`config.mk`:
```
export PLATFORM = sky130hd
export DESIGN_NAME = bit_serializer
export DESIGN_NICKNAME = d
export VERILOG_FILES = /design/src/rtl/bit_serializer_pkg.sv /design/src/rtl/bit_serializer_hold.sv /design/src/rtl/bit_serializer.sv
export SDC_FILE = /design/constraint.sdc
export NUM_CORES = 1
export LEC_CHECK = 0
export ABC_AREA = 0
export BUFFER_PORTS_ARGS = -buffer_cell sky130_fd_sc_hd__buf_2
export CAP_MARGIN = 5
export CORE_MARGIN = 2
export CORE_UTILIZATION = 30
export CTS_BUF_LIST = sky130_fd_sc_hd__clkbuf_4 sky130_fd_sc_hd__clkbuf_8 sky130_fd_sc_hd__clkbuf_16
export DETAILED_ROUTE_END_ITERATION = 7
export HOLD_SLACK_MARGIN = 0.06
export PLACE_DENSITY = 0.49
export SLEW_MARGIN = 20
export SYNTH_ARGS = -nofsm -noshare
export SYNTH_HDL_FRONTEND = slang
export SYNTH_SLANG_ARGS = --single-unit
```
`constraint.sdc`:
```
create_clock -name clk -period 2.9 [get_ports clk]
set_input_delay 0.145 -clock clk [delete_from_list [all_inputs] [get_ports clk]]
set_output_delay 0.145 -clock clk [all_outputs]
set_load 0.01 [all_outputs]
```
`src/rtl/bit_serializer_pkg.sv`:
```
// Shared types and default parameter values for the bit serializer.
package bit_serializer_pkg;

    typedef enum logic {
        IDLE  = 1'b0,
        SHIFT = 1'b1
    } state_t;

    localparam int   DEF_WIDTH      = 8;
    localparam int   DEF_MSB_FIRST  = 0;
    localparam logic DEF_IDLE_LEVEL = 1'b0;

endpackage

```
`src/rtl/bit_serializer_hold.sv`:
```
// One-entry hold register with a full flag, sitting between the upstream
// handshake and the shifter.
module bit_serializer_hold
    import bit_serializer_pkg::*;
#(
    parameter int WIDTH = DEF_WIDTH
) (
    input  logic             clk,
    input  logic             rst,
    input  logic             load,
    input  logic [WIDTH-1:0] data_in,
    input  logic             take,
    output logic [WIDTH-1:0] data_out,
    output logic             full
);

    logic [WIDTH-1:0] r_data;
    logic             r_full;

    // load is only ever asserted while empty, so it never races a take
    always_ff @(posedge clk) begin
        if (!rst) begin
            r_data <= '0;
            r_full <= 1'b0;
        end else if (load) begin
            r_data <= data_in;
            r_full <= 1'b1;
        end else if (take) begin
            r_full <= 1'b0;
        end
    end

    assign data_out = r_data;
    assign full     = r_full;

endmodule

```
`src/rtl/bit_serializer.sv`:
```
// Parallel-to-serial converter feeding the downstream Mealy FSM's x input,
// with a one-word hold buffer for gapless back-to-back frames.
//
// state | meaning
// IDLE  | no frame on x; x = IDLE_LEVEL, x_valid = 0
// SHIFT | a frame bit is on x; x_valid = 1
module bit_serializer
    import bit_serializer_pkg::*;
#(
    parameter int   WIDTH      = DEF_WIDTH,
    parameter int   MSB_FIRST  = DEF_MSB_FIRST,
    parameter logic IDLE_LEVEL = DEF_IDLE_LEVEL
) (
    input  logic             clk,
    input  logic             rst,
    input  logic [WIDTH-1:0] in_data,
    input  logic             in_valid,
    output logic             in_ready,
    output logic             x,
    output logic             x_valid,
    output logic             frame_done,
    output logic             busy
);

    localparam int             CW       = $clog2(WIDTH);
    localparam logic [CW-1:0]  LAST_IDX = CW'(WIDTH - 1);

    state_t           r_state;
    logic [WIDTH-1:0] r_shreg;
    logic [CW-1:0]    r_cnt;
    logic             r_x;
    logic             r_x_valid;
    logic             r_frame_done;

    logic             w_full;
    logic             w_load;
    logic             w_take;
    logic             w_last;
    logic [CW-1:0]    w_cnt_nxt;
    logic [WIDTH-1:0] w_hold_data;

    function automatic logic first_bit(input logic [WIDTH-1:0] d);
        if (MSB_FIRST != 0) return d[WIDTH-1];
        else                return d[0];
    endfunction

    function automatic logic [WIDTH-1:0] shift_once(input logic [WIDTH-1:0] d);
        if (MSB_FIRST != 0) return {d[WIDTH-2:0], 1'b0};
        else                return {1'b0, d[WIDTH-1:1]};
    endfunction

    assign in_ready  = rst & ~w_full;
    assign w_load    = in_valid & in_ready;
    assign w_last    = (r_state == SHIFT) && (r_cnt == LAST_IDX);
    assign w_take    = w_full && ((r_state == IDLE) || w_last);
    assign w_cnt_nxt = r_cnt + CW'(1);

    bit_serializer_hold #(
        .WIDTH(WIDTH)
    ) u_hold (
        .clk      (clk),
        .rst      (rst),
        .load     (w_load),
        .data_in  (in_data),
        .take     (w_take),
        .data_out (w_hold_data),
        .full     (w_full)
    );

    always_ff @(posedge clk) begin
        if (!rst) begin
            r_state      <= IDLE;
            r_shreg      <= '0;
            r_cnt        <= '0;
            r_x          <= IDLE_LEVEL;
            r_x_valid    <= 1'b0;
            r_frame_done <= 1'b0;
        end else begin
            case (r_state)
                IDLE: begin
                    if (w_full) begin
                        r_state      <= SHIFT;
                        r_shreg      <= shift_once(w_hold_data);
                        r_x          <= first_bit(w_hold_data);
                        r_x_valid    <= 1'b1;
                        r_cnt        <= '0;
                        r_frame_done <= 1'b0;
                    end
                end
                SHIFT: begin
                    if (w_last) begin
                        r_cnt        <= '0;
                        r_frame_done <= 1'b0;
                        // a held word continues straight on with no idle gap
                        if (w_full) begin
                            r_shreg   <= shift_once(w_hold_data);
                            r_x       <= first_bit(w_hold_data);
                            r_x_valid <= 1'b1;
                        end else begin
                            r_state   <= IDLE;
                            r_x       <= IDLE_LEVEL;
                            r_x_valid <= 1'b0;
                        end
                    end else begin
                        r_cnt        <= w_cnt_nxt;
                        r_shreg      <= shift_once(r_shreg);
                        r_x          <= first_bit(r_shreg);
                        r_frame_done <= (w_cnt_nxt == LAST_IDX);
                    end
                end
                default: r_state <= IDLE;
            endcase
        end
    end

    assign x          = r_x;
    assign x_valid    = r_x_valid;
    assign frame_done = r_frame_done;
    assign busy       = (r_state == SHIFT) | w_full;

endmodule

```
Word-level counts from Yosys, hierarchy flattened --
Index checks and enable logic that the tools add are counted.
Word-level totals: bits in registers 24, bits in latches 0, RAM bits 0, memory bits (read-only) 0, output and inout bits 5, logic and storage cells 44, memories kept 0
Operators by class: $add $sub $neg 1, multipliers 0, divide/modulo/power cells 0, $lt $le $gt $ge 0, equal/unequal tests 4, shift operators 0, mux-type cells 21, bitwise gates (word level) 5, reduce and logical (&&, ||, !) cells 5
Operators with widths (number):
- 8-bit two-way mux | 2
- 8-bit case mux with 2 select lines | 1
- 1-bit two-way mux | 11
- 1-bit case mux with 2 select lines | 4
- 3-bit equality test (second input constant) | 2
- 3-bit two-way mux | 2
- 3-bit case mux with 2 select lines | 1
- 2-bit by 1-bit inequality test with 1-bit output (second input constant) | 2
- 3-bit by 1-bit adder with 3-bit output (second input constant) | 1
- 1-bit AND | 2
- 1-bit logical AND | 2
- 1-bit inverter | 2
- 2-bit AND reduction | 1
- 2-bit nonzero test | 1
- 1-bit logical OR | 1
- 1-bit bitwise OR | 1

Logic depth before layout (Yosys ltp) --
depth after elaboration 6, mapped depth 7

Hierarchy --
From an unflattened synthesis, not the netlist that was laid out.
Second synthesis, totals: cells, all modules 95, area total of the unflattened synthesis 1046.0 µm²
Modules (own cells, without submodules):
- bit_serializer | times used 1, cells each 67, area each 710.7 µm², seq. area each 300.3 µm²
- bit_serializer_hold | times used 1, cells each 28, area each 335.3 µm², seq. area each 180.2 µm²

Worst setup path before layout --
No wires, ideal clock.
kind register -> register, from reg r_cnt[0], to reg r_shreg[0], library setup time 0.116 ns, data arrival time 1.298 ns, required time 2.784 ns, slack 1.486 ns, cell stages (with the launch flop) 7, path buffers 2, clock period less this slack 1.414 ns, path through dfxtp_1 ha_1 ha_1 nand2b_1 buf_2 buf_6 o211a_1
On the way: cells in the longest elaborated chain, start to end 4
Ends and longest elaborated chain:
- start, declared | RTL line bit_serializer.sv:30 | logic [CW-1:0] r_cnt;
- start signal, assigned | RTL line bit_serializer.sv:105 | r_cnt <= w_cnt_nxt;
- 3-bit equality test | RTL line bit_serializer.sv:54 | assign w_last = (r_state == SHIFT) && (r_cnt == LAST_IDX);
- 1-bit logical AND | RTL line bit_serializer.sv:54
- 8-bit two-way mux | RTL line bit_serializer.sv:91 | if (w_last) begin
- 8-bit case mux with 2 select lines | RTL line bit_serializer.sv:79 | case (r_state)
- end signal, assigned | RTL line bit_serializer.sv:83 | r_shreg <= shift_once(w_hold_data);
- end signal, assigned | RTL line bit_serializer.sv:96 | r_shreg <= shift_once(w_hold_data);
- end signal, assigned | RTL line bit_serializer.sv:106 | r_shreg <= shift_once(r_shreg);
- end, declared | RTL line bit_serializer.sv:29 | logic [WIDTH-1:0] r_shreg;
No other way between the ends. A chain may end at the register's enable or synchronous reset.

Worst setup path in the final report --
from reg u_hold.r_full, in the netlist u_hold.full, to out busy
On the way: cells in the longest elaborated chain, start to end 1
Ends and longest elaborated chain:
- start, declared | RTL line bit_serializer_hold.sv:18 | logic r_full;
- start signal, assigned | RTL line bit_serializer_hold.sv:24 | r_full <= 1'b0;
- start signal, assigned | RTL line bit_serializer_hold.sv:27 | r_full <= 1'b1;
- start signal, assigned | RTL line bit_serializer_hold.sv:29 | r_full <= 1'b0;
- 1-bit bitwise OR | RTL line bit_serializer.sv:119 | assign busy = (r_state == SHIFT) | w_full;
- end, declared | RTL line bit_serializer.sv:22 | output logic busy
No other way between the ends.

==> impl_metrics.csv <==
group,metric,value,unit
sta,max_freq,0.574,GHz
drt,routedWlPerCell,10.9,µm
worst_setup_path,crit_path_top_delay_cell,"dfxtp_1",
power_and_ir_drop,leakage,0.555,nW
status,status,"finished clean",
clocking,cts_max_path_buffers,2,
worst_setup_path,worst-endpoint-arrival,1600,ps
hold_path,min_path_cells,3,
synthesis,synth_top_family_by_area,"compound AO/OA/AOI/OAI gates",
worst_setup_path,timing.rr.end,"r_cnt[1]",
clocking,htree_levels,1,
final_layout,num_antenna_cells,0,
sta,rsz0062_at_grt,"false",
clocking,worstSkewPairLatency,310,ps
synthesis,async_flop_share,0,%
final_layout,area_delta_synth_final,13.8,%
synthesis,synthMuxAreaShare,7.80,%
synthesis,synth_nets,121,
synthesis,synth-edff-count,0,
worst_setup_path,cp_top_family,"flip-flops",
drt,vias,741,
sta,hold_violations,0,
clocking,cts_tree,"yes",
clocking,numCtsBuffers,3,
global_route,gr-total-overflow,0,
sta,setup_tns,0,ps
synthesis,synthFlopType,"dfxtp_1",
clocking,ctsResizeCount,0,
clocking,cts-root-buf,"clkbuf_4",
placement,globalplace.congestion,0.688,
sta,layout_min_cycle_time,1740,ps
worst_setup_path,cp.required,2760,ps
hold_path,holdPathEnd,"u_hold.data_out[0]",
floorplanning,die_h,62.5,µm
placement,numPortBuffers,15,
worst_setup_path,cp_slowest_stage_delay,780,ps
global_route,antenna_found_initial,0,
clocking,cts.sinks,24,
global_route,grt_pass1_vias,725,
sta,fin_hold_ws,70.3,ps
worst_setup_path,crit_buf_inv,2,
global_route,grt_max_degree,25,
floorplanning,core_region_area,3310,µm²
worst_setup_path,critPathKind,"reg -> out",
power_and_ir_drop,power_per_cell_area,528,nW/µm²
drt,first_pass_iters,4,
synthesis,avgSynthCellArea,9.60,µm²
final_layout,layout.nets,136,
floorplanning,io_pins,16,
job,cap_violations,0,
global_route,track_usage,10.7,%
worst_setup_path,start_kind,"register",
sta,slew_viol_final,0,
sta,clock_skew,6.81,ps
global_route,grt_pass1_wl,3.31,mm
synthesis,ys_seq_area_share,46.8,%
synthesis,postSynthCellCount,107,
placement,hpwl,1.28,mm
floorplanning,start_util,31.0,%
worst_setup_path,rr_startpoint,"r_cnt[0]",
drt,wirelength,1.82,mm
synthesis,synthSimpleGateAreaFrac,16.8,%
sta,maxSlewHeadroom,54.4,%
clocking,cts.clk_slew.worst_paths,130,ps
drt,vias_per_cell,4.44,
synthesis,synthXorXnorAreaFrac,0,%
final_layout,drive_gt1_share,17.4,%
worst_setup_path,end_kind,"primary output",
worst_setup_path,r2r_slack,1270,ps
clocking,cts_setup_buffers,0,
worst_setup_path,path_max_fanout,15,
synthesis,synth_area,1030,µm²
sta,worst-slew-pin-transition,682,ps
final_layout,most-common-layout-cells,"nand2_1 (24), dfxtp_1 (24), buf_2 (15)",
drt,postRouteAntennaNets,0,
worst_setup_path,reg2reg_depth,5,
sta,period_share,60.1,%
synthesis,synth_fa_ha_area_share,3.65,%
floorplanning,rows,21,
sta,finalSetupViolations,0,
worst_setup_path,path_cells,"nor2_1 -> inv_1 -> buf_2",
drt,first_iter_violations,16,
synthesis,synth-compound-area-share,19.6,%
drt,route.detailed.drc,0,
synthesis,ys_warn_count,0,
power_and_ir_drop,irDropWorstVdd,0.170,mV
synthesis,ys_types,25,
floorplanning,die_area,3910,µm²
hold_path,hold_class,"in -> reg",
floorplanning,die_w,62.5,µm
hold_path,min_from,"in_data[0]",
synthesis,ys_ff_latch,24,
[where the power goes]
part	internal (mW)	switching (mW)	leakage [nW]
Sequential	0.350	0.0161	0.197
Combinational	0.0377	0.0388	0.337
Clock	0.0766	0.0976	0.0210
[Yosys cell counts, types with 2 or more instances]
master     n  area, µm²
nand2_1   24       90.1
nor2_1     3       11.3
dfxtp_1   24        480
ha_1       3       37.5
nand2b_1   2       12.5
a21oi_1    2       10.0
buf_6      2       22.5
nor2b_1    6       37.5
clkbuf_1   2       7.51
o211a_1    7       70.1
o21ai_0    2       10.0
inv_1      2       7.51
a21boi_0   8       60.1
mux2i_1    8       80.1
buf_2      2       10.0
[final cells by class]
| type | instances | area [µm²] |
|---|---|---|
| repair buffers | 17 | 95.1 |
| fillers | 355 | 2140 |
| clock buffers | 4 | 36.3 |
| multi-input cells | 74 | 492 |
| flip-flops and latches | 24 | 480 |
| inverters | 2 | 7.51 |
| well taps | 46 | 57.6 |
[routing by layer]
layer | part of all wire (%) | GRT usage, % | routed length (µm) | vias to the layer above
li1 | - | - | - | 392
met4 | 1.9 | 6.67 | 34 | 0
met1 | 51 | 13.6 | 923 | 336
met2 | 44 | 16.3 | 804 | 11
met3 | 3.4 | 2.52 | 62 | 2
met5 | 0 | 0 | 0 | -
[registers in the layout, summed over array words and instances, names as in the netlist]
register         flops
frame_done           1
u_hold.data_out      8
x_valid              1
u_hold.full          1
r_shreg              8
r_cnt                3
r_state              1
x                    1
[cell families after synthesis]
logic type / Yosys count
DFF: 24
AOI/OAI and AO/OA: 25
muxes: 8
buffers and inverters: 9
adders and majority gates: 3
and+or+nand+nor: 38
[stage by stage]
step	total power [mW]	util (%)	setup WS [ps]	area, µm²	instances
after floorplan	0.431	-	1490	1030	107
after global placement	0.449	33.6	1350	1110	161
after detailed placement	0.451	33.6	1280	1110	161
after CTS	0.628	35.3	1120	1170	167
after global routing	0.658	35.3	968	1170	167
final	0.617	35.3	1160	1170	167
[worst reg2reg max path: cells and delay by family, from the launching register on]
kind                     cells  cell delay (ps)
AND/OR/NAND/NOR              2              650
adder cells (fa/ha/maj)      2              370
flip-flops                   1              390
AO/OA/AOI/OAI                1              130
[timing repair]
| item | CTS | global route |
|---|---|---|
| endpoints found under the hold margin | 2 | 0 |
| endpoints found under the setup margin | 0 | 0 |
| hold buffers | 2 | 0 |
[how the worst max path moves through the flow]
stage	startpoint	cells after the start	endpoint
2_1_floorplan	r_cnt[0]	6	r_shreg[0]
3_5_place_dp	r_cnt[0]	5	r_cnt[1]
4_1_cts	u_hold.full	3	busy
5_1_grt	u_hold.full	3	busy
6_report	u_hold.full	3	busy
3_3_place_gp	r_cnt[1]	5	r_cnt[1]
Power figures use the tool's default switching activity.
